[config.mk]
export PLATFORM = sky130hd
export DESIGN_NAME = seg7_scan
export DESIGN_NICKNAME = d
export VERILOG_FILES = /design/src/rtl/seg7_pkg.sv /design/src/rtl/hex7_lut.sv /design/src/rtl/seg7_scan.sv
export SDC_FILE = /design/constraint.sdc
export NUM_CORES = 1
export LEC_CHECK = 0
export ABC_CLOCK_PERIOD_IN_PS = 3200
export BUFFER_PORTS_ARGS = -buffer_cell sky130_fd_sc_hd__buf_2
export CAP_MARGIN = 10
export CORE_MARGIN = 10
export CORE_UTILIZATION = 58
export DETAILED_ROUTE_END_ITERATION = 8
export PLACE_DENSITY_LB_ADDON = 0.12
export REMOVE_ABC_BUFFERS = 1
export SYNTH_ARGS = -nofsm -noshare
export SYNTH_HDL_FRONTEND = slang
export SYNTH_SLANG_ARGS = --single-unit
[constraint.sdc]
create_clock -name clk -period 3.2 [get_ports clk]
set_clock_uncertainty 0.2 [all_clocks]
set_input_delay 0 -clock clk [delete_from_list [all_inputs] [get_ports clk]]
set_output_delay 0 -clock clk [all_outputs]
set_load 0.01 [all_outputs]
[src/rtl/seg7_pkg.sv]
// Shared glyph definitions for the seg7_scan hex display driver.
// Segments are active-low and ordered abcdefg (bit 6 = a, bit 0 = g).
package seg7_pkg;

  typedef logic [6:0] seg7_t;

  localparam seg7_t GLYPH_0 = 7'b0000001;
  localparam seg7_t GLYPH_1 = 7'b1001111;
  localparam seg7_t GLYPH_2 = 7'b0010010;
  localparam seg7_t GLYPH_3 = 7'b0000110;
  localparam seg7_t GLYPH_4 = 7'b1001100;
  localparam seg7_t GLYPH_5 = 7'b0100100;
  localparam seg7_t GLYPH_6 = 7'b0100000;
  localparam seg7_t GLYPH_7 = 7'b0001111;
  localparam seg7_t GLYPH_8 = 7'b0000000;
  localparam seg7_t GLYPH_9 = 7'b0000100;
  localparam seg7_t GLYPH_A = 7'b0001000;
  localparam seg7_t GLYPH_B = 7'b1100000;
  localparam seg7_t GLYPH_C = 7'b0110001;
  localparam seg7_t GLYPH_D = 7'b1000010;
  localparam seg7_t GLYPH_E = 7'b0110000;
  localparam seg7_t GLYPH_F = 7'b0111000;
  localparam seg7_t SEG_BLANK = 7'b1111111;

endpackage

[src/rtl/hex7_lut.sv]
// Combinational hex nibble to active-low 7-segment glyph decoder.
// The blank input overrides the nibble and turns every segment off.
module hex7_lut
  import seg7_pkg::*;
(
  input  logic [3:0] nibble,
  input  logic       blank,
  output seg7_t      glyph
);

  // Nibble decode with blank override
  always_comb begin
    glyph = SEG_BLANK;
    if (blank) begin
      glyph = SEG_BLANK;
    end else begin
      case (nibble)
        4'h0:    glyph = GLYPH_0;
        4'h1:    glyph = GLYPH_1;
        4'h2:    glyph = GLYPH_2;
        4'h3:    glyph = GLYPH_3;
        4'h4:    glyph = GLYPH_4;
        4'h5:    glyph = GLYPH_5;
        4'h6:    glyph = GLYPH_6;
        4'h7:    glyph = GLYPH_7;
        4'h8:    glyph = GLYPH_8;
        4'h9:    glyph = GLYPH_9;
        4'hA:    glyph = GLYPH_A;
        4'hB:    glyph = GLYPH_B;
        4'hC:    glyph = GLYPH_C;
        4'hD:    glyph = GLYPH_D;
        4'hE:    glyph = GLYPH_E;
        4'hF:    glyph = GLYPH_F;
        default: glyph = SEG_BLANK;
      endcase
    end
  end

endmodule

[src/rtl/seg7_scan.sv]
// Time-multiplexed hex display driver: one digit per DIV-cycle slot, with
// new values swapped in only at frame boundaries so a frame is never mixed.
module seg7_scan
  import seg7_pkg::*;
#(
  parameter int DIGITS    = 4,
  parameter int DIV       = 50000,
  parameter bit ANODE_LOW = 1'b1
) (
  input  logic                  clk,
  input  logic                  rst,
  input  logic                  load,
  input  logic [4*DIGITS-1:0]   value,
  input  logic [DIGITS-1:0]     dp,
  input  logic                  blank_lz,
  input  logic                  en,
  output logic [6:0]            seg,
  output logic                  seg_dp,
  output logic [DIGITS-1:0]     an,
  output logic                  frame
);

  localparam int PW = (DIV > 1) ? $clog2(DIV) : 1;
  localparam int IW = (DIGITS > 1) ? $clog2(DIGITS) : 1;
  localparam logic [PW-1:0]     PRE_LAST = PW'(DIV - 1);
  localparam logic [IW-1:0]     IDX_LAST = IW'(DIGITS - 1);
  localparam logic [DIGITS-1:0] AN_OFF   = ANODE_LOW ? {DIGITS{1'b1}} : {DIGITS{1'b0}};

  logic [4*DIGITS-1:0] shadow_val_r;
  logic [DIGITS-1:0]   shadow_dp_r;
  logic                pending_r;
  logic [4*DIGITS-1:0] active_val_r;
  logic [DIGITS-1:0]   active_dp_r;
  logic [PW-1:0]       pre_r;
  logic [IW-1:0]       idx_r;
  logic                started_r;
  logic                wrapped_r;

  logic                run_s;
  logic                slot_end_s;
  logic                wrap_s;
  logic                apply_s;
  logic [3:0]          nib_s;
  logic                dp_s;
  logic                lz_hit_s;
  logic                blank_s;
  logic [DIGITS-1:0]   an_on_s;
  seg7_t               glyph_s;

  // Scan control: started_r keeps the first cycle after reset idle so
  // digit 0 is first driven from the second edge after release.
  always_comb begin
    run_s      = en && started_r;
    slot_end_s = (pre_r == PRE_LAST);
    wrap_s     = run_s && slot_end_s && (idx_r == IDX_LAST);
    apply_s    = pending_r && (wrap_s || !run_s);
    blank_s    = blank_lz && lz_hit_s;
  end

  // Digit select and leading-zero evaluation, walking from the top digit down
  always_comb begin
    logic all_zero;
    all_zero = 1'b1;
    nib_s    = 4'h0;
    dp_s     = 1'b0;
    lz_hit_s = 1'b0;
    an_on_s  = {DIGITS{1'b0}};
    for (int k = DIGITS - 1; k >= 0; k--) begin
      all_zero = all_zero && (active_val_r[4*k +: 4] == 4'h0);
      if (idx_r == IW'(k)) begin
        nib_s      = active_val_r[4*k +: 4];
        dp_s       = active_dp_r[k];
        an_on_s[k] = 1'b1;
        lz_hit_s   = all_zero && (k != 0);
      end else begin
        an_on_s[k] = 1'b0;
      end
    end
  end

  hex7_lut u_lut (
    .nibble (nib_s),
    .blank  (blank_s),
    .glyph  (glyph_s)
  );

  // Prescaler and digit index
  always_ff @(posedge clk or posedge rst) begin
    if (rst) begin
      pre_r     <= {PW{1'b0}};
      idx_r     <= {IW{1'b0}};
      started_r <= 1'b0;
      wrapped_r <= 1'b0;
    end else begin
      started_r <= 1'b1;
      wrapped_r <= wrap_s;
      if (!run_s) begin
        pre_r <= {PW{1'b0}};
        idx_r <= {IW{1'b0}};
      end else if (slot_end_s) begin
        pre_r <= {PW{1'b0}};
        if (idx_r == IDX_LAST) begin
          idx_r <= {IW{1'b0}};
        end else begin
          idx_r <= idx_r + IW'(1);
        end
      end else begin
        pre_r <= pre_r + PW'(1);
      end
    end
  end

  // Shadow capture and frame-boundary transfer; a load on the wrap edge
  // stays pending because active takes the pre-edge shadow.
  always_ff @(posedge clk or posedge rst) begin
    if (rst) begin
      shadow_val_r <= {(4*DIGITS){1'b0}};
      shadow_dp_r  <= {DIGITS{1'b0}};
      pending_r    <= 1'b0;
      active_val_r <= {(4*DIGITS){1'b0}};
      active_dp_r  <= {DIGITS{1'b0}};
    end else begin
      if (load) begin
        shadow_val_r <= value;
        shadow_dp_r  <= dp;
        pending_r    <= 1'b1;
      end else if (apply_s) begin
        pending_r    <= 1'b0;
      end else begin
        pending_r    <= pending_r;
      end
      if (apply_s) begin
        active_val_r <= shadow_val_r;
        active_dp_r  <= shadow_dp_r;
      end else begin
        active_val_r <= active_val_r;
        active_dp_r  <= active_dp_r;
      end
    end
  end

  // Registered pin drivers
  always_ff @(posedge clk or posedge rst) begin
    if (rst) begin
      seg    <= SEG_BLANK;
      seg_dp <= 1'b1;
      an     <= AN_OFF;
      frame  <= 1'b0;
    end else if (!run_s) begin
      seg    <= SEG_BLANK;
      seg_dp <= 1'b1;
      an     <= AN_OFF;
      frame  <= 1'b0;
    end else begin
      seg    <= glyph_s;
      seg_dp <= ~dp_s;
      an     <= ANODE_LOW ? ~an_on_s : an_on_s;
      frame  <= wrapped_r;
    end
  end

endmodule
==> results of run 1 <==
-- final cells by class --
class,instances,area (sq um)
Clock buffer,11,141
Clock inverter,5,77.6
Fill cell,416,1700
Inverter,9,33.8
Multi-Input combinational cell,185,1570
Sequential cell,74,1870
Tap cell,75,93.8
Timing Repair Buffer,62,440
-- cell usage after synthesis (all sizes together) (2+ instances only) --
cell / instances
xor2: 7
o211ai: 3
or2: 2
dfstp: 12
nor2b: 4
clkbuf: 5
inv: 9
nand3: 6
xnor2: 5
o21ai: 6
nor4b: 3
nand4: 2
and2: 3
mux2i: 5
and3: 7
nor3b: 3
mux2: 42
o221ai: 3
ha: 11
or3: 3
dfrtp: 62
and4: 3
nand3b: 4
nand2: 23
a21oi: 6
buf: 6
nor2: 19
-- sequential cells by signal, summed over array words and instances, names as in the netlist, 2 cells and up --
name and flops:
active_val_r 16, pre_r 16, idx_r 2, shadow_val_r 16, an 4, seg 7, shadow_dp_r 4, active_dp_r 4
-- worst min path at each step --
stage	start	to	slack (ns)	cells past startpoint
final	rst	shadow_dp_r[2]	0.01	3
after global routing	load	shadow_val_r[0]	0.02	2
after CTS	rst	active_val_r[0]	0.02	3
after detailed placement	rst	shadow_dp_r[2]	-0.15	2
after global placement	rst	shadow_dp_r[0]	-0.16	2
after floorplan	load	pending_r	-0.09	1
-- worst max-delay path, cell delays in order, from the launching register on --
cell	delay, ns
dfrtp_1	0.43
inv_1	0.10
ha_1	0.45
nor2_1	0.18
o211ai_1	0.15
and2_1	0.26
inv_1	0.09
ha_1	0.24
mux2_2	0.28
nand2_1	0.06
o211ai_1	0.09
-- logic make-up (layout without fill, tap and decap cells) --
kind of cell / after synthesis / after routing / synth area share [%]
compound gates: 27 / 27 / 5.93
mux: 47 / 47 / 16.9
other cells: 1 / 1 / 0.106
fa+ha+maj: 11 / 11 / 3.88
xor+xnor: 12 / 12 / 2.96
buf+inv: 20 / 87 / 3.17
simple gates: 87 / 87 / 14.5
flops: 74 / 74 / 52.6
-- metal layers --
layer  part of all wire (%)  up-vias
li1                       -     1101
met1                     46     1070
met3                    3.5       12
met5                      0        -
met2                     49       37
met4                    2.0        0
-- power by group through the flow --
stage,sequential (mW),clock [mW],combinational (mW)
6_report,1.09,0.794,0.338
5_1_grt,1.10,0.850,0.378
4_1_cts,1.09,0.809,0.344
3_5_place_dp,1.10,0,0.321
3_3_place_gp,1.10,0,0.313
2_1_floorplan,1.09,0,0.237
-- cells in the final DEF (no fill, tap or decap), types with 3 or more instances in the layout --
cell,count
nand2_1,23
nand3_1,6
mux2i_1,5
dfrtp_1,62
mux2_4,20
dlygate4sd3_1,22
a21oi_1,6
inv_1,8
dfstp_2,12
and3_1,5
nand3b_1,4
nor2_1,19
o221ai_1,3
ha_1,11
o21ai_0,5
and2_1,3
clkbuf_8,10
mux2_2,22
nor2b_1,4
nor3b_1,3
and4_1,3
buf_2,37
o211ai_1,3
xnor2_1,5
xor2_1,7
==> run_results.csv, run 1 <==
group,metric,value,unit
layout,fin_cells,421,
yosys,yosys.area.top_type,"dfrtp_1",
clock_tree,post_cts_buffers,0,
die,start_util,59.9,%
yosys,synth_top_area_share,43.7,%
clock_tree,clk_pin_slew_worst_paths,0.08,ns
drt,drtIter0Drc,64,
yosys,async_reset_ff_share,100,%
sta,final_max_slew_viol_count,0,
layout,drive_above_1_share,34.7,%
grt,grt_busiest_layer,"met2",
critical_path,reg2reg_slack,0.54,ns
yosys,ys_ff_latch,74,
critical_path,rr_worst_depth,10,
power,p_comb_share,15.2,%
yosys,synthCells,279,
grt,grt_pass1_vias,2398,
clock_tree,clockRootBuffer,"clkbuf_8",
grt,grt_pass1_wl,11300,um
critical_path,cp_data_required_time,3.23,ns
drt,drt.antenna.violating_nets,0,
power,leakage,1.89,nW
power,power_frac_seq,49.0,%
grt,grt_use_total,14.2,%
outcome,status,"completed",
clock_tree,cts_tree,"done",
placed_design,place_area,3780,sq um
yosys,synth_ff_type,"dfrtp_1",
sta,finalHoldViolCount,0,
sta,period_minus_slack,2.66,ns
drt,drt_wl_total,6590,um
sta,slew_headroom,54.6,%
grt,globalRouteOverflowTotal,0,
yosys,synth_area,3550,sq um
critical_path,critPathMaxFanout,14,
die,ioPinCount,38,
drt,num_vias,2220,
grt,met3_usage,3.74,%
grt,grtUsageMet1,16.5,%
placed_design,pre_cts_slack,0.554,ns
clock_tree,insertion_delay,0.35,ns
yosys,synth_edf_count,0,
critical_path,arrival,2.69,ns
die,die_y,98.2,um
sta,tns,0,ns
drt,routedWlPerCell,15.6,um
critical_path,end_kind,"flip-flop",
sta,tightest_slew,0.678,ns
yosys,seq_area_frac_synth,52.6,%
sta,setup_viol,0,
layout,areaGrowthSynthToFinish,19.0,%
sta,rsz0062_at_grt,"no",
clock_tree,clock_sinks,74,
power,power_density,526,nW/um^2
power,ir_drop,0.377,mV
layout,fin_nets,377,
critical_path,worstSetupPathType,"flip-flop to flip-flop",
power,p_switching,0.536,mW
layout,fin_area,4220,sq um
power,power.total,2.22,mW
yosys,netlist-cell-type-count,50,
critical_path,rr_endpoint,"seg[2]",
placed_design,hpwl,4460,um
grt,grt_antenna_before_repair,0,
power,power_frac_clock,35.8,%
sta,fin_hold_ws,0.00968,ns
clock_tree,clk_path_buf_depth,2,
sta,post-route-period-util,83.1,%
placed_design,port_buffers,37,
grt,grt_max_degree,54,
yosys,synth_area_leaders,"dfrtp_1, dfstp_2, mux2_4",
worst_hold_path,min_path_type,"input port to asynchronous set/reset pin",
drt,drc_errors,0,
die,die_width,98.2,um
layout,final_util,71.3,%
sta,fmax,0.376,GHz
grt,gr-usage-met2,23.6,%
drt,vias_per_cell,5.27,
power,p_int,1.68,mW
die,core.rowCount,28,
drt,drt_pass1_iterations,4,
sta,layout_setup_ws,0.540,ns
yosys,syn_avg_cell_area,12.7,sq um
critical_path,endpoint,"seg[2]",
yosys,yosysWarnings,0,
die,dieArea,9640,sq um
clock_tree,cts_resized,0,
critical_path,r2r_start,"idx_r[0]",
critical_path,crit_start,"idx_r[0]",
clock_tree,cts_made_buffers,9,
clock_tree,holdBufCountCts,22,
critical_path,start_kind,"flip-flop",
layout,num_antenna_cells,0,
power,p_sw_share,24.2,%
die,core_area,5920,sq um
clock_tree,ctsHtreeMaxLevel,3,
placed_design,dp.cells,383,
placed_design,gp_congestion,0.826,
job,drv_cap,0,
Note: power is estimated with default switching activity, not from simulation.
==> run 2: changes to the inputs <==
Settings changed: ABC_CLOCK_PERIOD_IN_PS 3200 to 2300, CORE_UTILIZATION 58 to 53.
Clock period 3.2 ns to 2.3 ns, I/O delays scaled along.
==> run 2 against run 1 <==
Critical path depth decreased by 2. Register-to-register slack got worse by 0.48 ns. Design area increased by 8.4%. Fmax increased by 19%. Largest power group unchanged.
==> run_results.csv, run 2 (synthesis results as in run 1) <==
group,metric,value,unit
layout,fin_nets,407,
critical_path,r2r_start,"idx_r[1]",
critical_path,critPathMaxFanout,6,
critical_path,reg2reg_slack,0.06,ns
layout,fillers,462,
clock_tree,cts_made_buffers,9,
critical_path,start_kind,"flip-flop",
die,dieArea,10400,sq um
layout,areaGrowthSynthToFinish,29.0,%
critical_path,worstSetupPathType,"flip-flop to flip-flop",
sta,slew_headroom,58.6,%
drt,drt.antenna.violating_nets,0,
outcome,status,"completed",
sta,fmax,0.446,GHz
drt,drc_errors,0,
placed_design,port_buffers,37,
placed_design,gp_congestion,0.850,
die,start_util,55.2,%
grt,globalRouteOverflowTotal,0,
sta,tightest_slew,0.620,ns
layout,final_util,71.2,%
sta,fin_hold_ws,0.0337,ns
grt,grt_pass1_vias,2452,
clock_tree,insertion_delay,0.34,ns
worst_hold_path,worstHoldStart,"load",
drt,drt_pass1_iterations,4,
critical_path,rr_worst_depth,8,
die,core_area,6420,sq um
grt,grt_max_degree,31,
layout,final_common_cell,"dfrtp_1",
critical_path,rr_endpoint,"seg[6]",
sta,post-route-period-util,97.4,%
die,core.rowCount,29,
drt,num_vias,2404,
sta,finalHoldViolCount,0,
clock_tree,clock_sinks,74,
grt,grt_pass1_wl,11800,um
placed_design,hpwl,4920,um
clock_tree,ctsHtreeMaxLevel,3,
layout,drive_above_1_share,46.0,%
drt,vias_per_cell,5.31,
worst_hold_path,hold_depth,2,
power,ir_drop,0.515,mV
critical_path,cp_data_required_time,2.38,ns
die,die_y,102,um
layout,final_cell_mix,"dfrtp_1, buf_2, buf_4, nand2_1",
grt,grt_antenna_before_repair,0,
placed_design,dp.cells,406,
die,die_width,102,um
drt,drtIter0Drc,67,
critical_path,arrival,2.32,ns
placed_design,pre_cts_slack,-0.0377,ns
clock_tree,clk_pin_slew_worst_paths,0.08,ns
grt,grt_use_total,14.4,%
worst_hold_path,min_path_type,"input port to flip-flop",
sta,final_max_slew_viol_count,0,
power,leakage,2.03,nW
layout,largestRegisters,"active_val_r x16, pre_r x16, shadow_val_r x16",
drt,routedWlPerCell,16.1,um
critical_path,end_kind,"flip-flop",
layout,fin_cells,453,
die,ioPinCount,38,
sta,setup_viol,0,
power,power.total,3.10,mW
sta,rsz0062_at_grt,"yes",
clock_tree,cts_tree,"done",
layout,num_antenna_cells,0,
sta,period_minus_slack,2.24,ns
clock_tree,clk_path_buf_depth,2,
drt,drt_wl_total,7270,um
clock_tree,clockRootBuffer,"clkbuf_8",
power,power_density,678,nW/um^2
job,drv_cap,0,
sta,layout_setup_ws,0.0588,ns
worst_hold_path,min_to,"shadow_val_r[7]",
## run 2: changes by cell type in the layout (fill, tap and decap cells not counted), sizes merged
cell | before | now
buf | 40 | 69
clkinvlp | 1 | 2
bufinv | 2 | 1
clkinv | 2 | 1
clkbuf | 11 | 13
## run 2: layer usage
| metal | part of all wire, % | track usage, % | vias to the layer above |
|---|---|---|---|
| met4 | 1.7 | 4.99 | 0 |
| li1 | - | - | 1162 |
| met5 | 0 | 0 | - |
| met2 | 49 | 23.0 | 33 |
| met3 | 3.4 | 4.39 | 12 |
| met1 | 46 | 18.2 | 1197 |
## run 2: through the flow
step                setup TNS [ns]  cell area (sq um)
finish                           0               4570
detailed placement          -0.109               3940
global placement                 0               3940
floorplan                    -3.67               3470
global route                -0.278               4570
CTS                              0               4400
## run 2: cell type report
cell class / count / area, sq um / share of cell area [%]
repair buffers: 92 / 694 / 15.2
clock buffers: 12 / 155 / 3.39
flip-flops and latches: 74 / 1870 / 40.9
clock inverters: 4 / 50.0 / 1.09
well taps: 77 / 96.3 / 2.11
multi-input cells: 185 / 1670 / 36.6
inverters: 9 / 33.8 / 0.739
## run 2: worst max path at each step
stage	startpoint	to	slack, ns	cells after the start
floorplan	idx_r[0]	seg[3]	-0.19	9
global placement	idx_r[0]	seg[3]	0.01	9
detailed placement	idx_r[0]	seg[3]	-0.04	8
CTS	idx_r[1]	seg[3]	0.002	10
global route	idx_r[1]	seg[0]	-0.07	8
finish	idx_r[1]	seg[6]	0.06	8
## run 2: report_power, final
part	switching [mW]	leakage [nW]	internal (mW)
logic	0.223	1.04	0.327
clock network	0.472	0.0986	0.559
registers	0.0843	0.890	1.43
total	0.779	2.03	2.32
## run 2: critical path, stage by stage (launching register included)
cell	delay (ns)
dfrtp_1	0.40
inv_1	0.13
ha_4	0.21
buf_4	0.14
nor2b_1	0.12
a311o_2	0.43
or2_4	0.26
and3b_1	0.16
o21ai_1	0.12
## run 2: repair_timing
item                                   4_1_cts  5_1_grt
gates cloned                                 0        2
setup buffers                                2        5
setup endpoints to repair                    6       27
pin swaps                                    3        9
resized for setup                            4       28
endpoints found under the hold margin       54        0
hold buffers                                22        0
==> run 3: changes to the inputs <==
Settings changed: ABC_CLOCK_PERIOD_IN_PS 2300 to 1900.
Clock period 2.3 ns to 1.9 ns, I/O delays scaled along.
==> run 3 against run 2 <==
Critical path type unchanged. Cell count up 7.3%. Design area up 9.5%. Count of clock-buffer cells in the layout shrank 2. First-iteration DRC count is 6.0% higher. Core utilization grew 6.8 points. The run now ends with negative setup slack left. Global-route usage grew 1.8 points. Via count is 7.4% higher. Critical path depth unchanged. Hold slack lost 0.013 ns.
==> run_results.csv, run 3 (synthesis results as in run 1) <==
group,metric,value,unit
sta,layout_setup_ws,-0.379,ns
die,die_width,102,um
placed_design,port_buffers,37,
worst_hold_path,min_path_type,"input port to flip-flop",
drt,routedWlPerCell,16.8,um
grt,grt_use_total,16.2,%
layout,fin_nets,440,
clock_tree,cts_made_buffers,9,
die,core_area,6420,sq um
layout,largestRegisters,"active_val_r x16, pre_r x16, shadow_val_r x16",
critical_path,end_kind,"flip-flop",
outcome,failed_checks,"negative setup slack",
sta,setup_viol,28,
layout,final_common_cell,"dfrtp_1",
power,leakage,2.27,nW
critical_path,cp_slowest_stage_delay,0.37,ns
drt,drtIter0Drc,71,
grt,grt_pass1_vias,2755,
sta,final_max_slew_viol_count,0,
layout,drive_above_1_share,53.1,%
critical_path,start_kind,"flip-flop",
sta,tns,-8.36,ns
critical_path,cp_data_required_time,1.94,ns
drt,drt_wl_total,8170,um
clock_tree,clk_pin_slew_worst_paths,0.08,ns
clock_tree,clockRootBuffer,"clkbuf_8",
critical_path,crit_chain,"ha_1, and3_4, nand4_4, or2_4, a21boi_4, buf_6, buf_12, mux2_4",
critical_path,critical_path_buf_inv_count,2,
critical_path,critPathMaxFanout,5,
critical_path,arrival,2.32,ns
die,die_y,102,um
sta,period_minus_slack,2.28,ns
drt,vias_per_cell,5.31,
critical_path,cpMaxStageDelayCell,"dfrtp_1",
job,drv_cap,0,
drt,drt.antenna.violating_nets,0,
sta,finalHoldViolCount,0,
power,ir_drop,0.686,mV
layout,multi_input_area,1780,sq um
sta,fmax,0.439,GHz
placed_design,hpwl,5050,um
layout,final_util,78.0,%
drt,drc_errors,0,
placed_design,gp_congestion,0.841,
clock_tree,clock_sinks,74,
critical_path,crit_family,"simple AND/OR/NAND/NOR gates",
layout,num_antenna_cells,0,
die,dieArea,10400,sq um
drt,drt_pass1_iterations,4,
drt,num_vias,2581,
sta,rsz0062_at_grt,"yes",
clock_tree,ctsHtreeMaxLevel,3,
power,power_density,807,nW/um^2
die,start_util,55.2,%
die,ioPinCount,38,
grt,globalRouteOverflowTotal,0,
sta,post-route-period-util,120,%
clock_tree,insertion_delay,0.36,ns
die,core.rowCount,29,
outcome,status,"complete, but fails checks",
clock_tree,cts_tree,"done",
layout,regArea,1870,sq um
critical_path,worstSetupPathType,"flip-flop to flip-flop",
grt,grt_max_degree,75,
critical_path,reg2reg_slack,-0.38,ns
layout,fillers,388,
grt,grt_pass1_wl,13200,um
layout,areaGrowthSynthToFinish,41.3,%
layout,final_cell_mix,"dfrtp_1, buf_4, buf_2, mux2_4, dlygate4sd3_1",
clock_tree,clk_path_buf_depth,2,
grt,grt_antenna_before_repair,0,
==> run 3: final timing paths <==
path                               endpoint            from  cells past startpoint
max                        active_val_r[10]        pre_r[0]                      8
min                         shadow_val_r[6]            load                      2
max reg2reg                active_val_r[10]        pre_r[0]                      8
min reg2reg                  active_dp_r[0]  shadow_dp_r[0]                      1
max in group asynchronous            seg[1]             rst                      4
min in group asynchronous          pre_r[8]             rst                      4
==> run 3: repair_timing <==
action / 4_1_cts / 5_1_grt
gates cloned: 2 / 0
buffers inserted: 9 / 6
endpoints found under the setup margin: 28 / 30
gates resized for setup: 36 / 35
hold endpoints to repair: 103 / 0
hold buffers: 22 / 0
pin swaps: 13 / 19
==> run 3: metrics by stage <==
step | cells | total power, mW | setup slack (ns) | hold WS [ns] | instance area (sq um)
after floorplan | 268 | 2.24 | -0.586 | -0.0949 | 3470
after global placement | 434 | 2.46 | -0.372 | -0.0870 | 4170
after detailed placement | 434 | 2.48 | -0.456 | -0.0624 | 4170
after CTS | 482 | 4.00 | -0.324 | 0.0192 | 4860
after global routing | 486 | 4.23 | -0.452 | 0.0291 | 5010
final | 486 | 4.04 | -0.379 | 0.0211 | 5010
==> run 3: routing by layer <==
metal	GRT usage, %	up-vias	share of wire, %
li1	-	1229	-
met1	19.1	1289	43
met2	27.4	47	51
met3	4.93	16	4.6
met4	5.64	0	2.1
met5	0	-	0
==> run 3: power by group <==
| part | internal (mW) | total, mW | switching, mW | leakage, nW |
|---|---|---|---|---|
| registers | 1.74 | 1.84 | 0.104 | 0.893 |
| clock network | 0.777 | 1.39 | 0.616 | 0.109 |
| logic | 0.477 | 0.812 | 0.335 | 1.26 |
| total | 2.99 | 4.04 | 1.05 | 2.27 |
==> run 3: area by class of cell <==
cell class,instances,area share (%)
clock inverter,6,1.77
tap,77,1.92
multi-input combinational,185,35.5
timing repair buffer,125,20.0
sequential,74,37.3
clock buffer,10,2.75
inverter,9,0.774
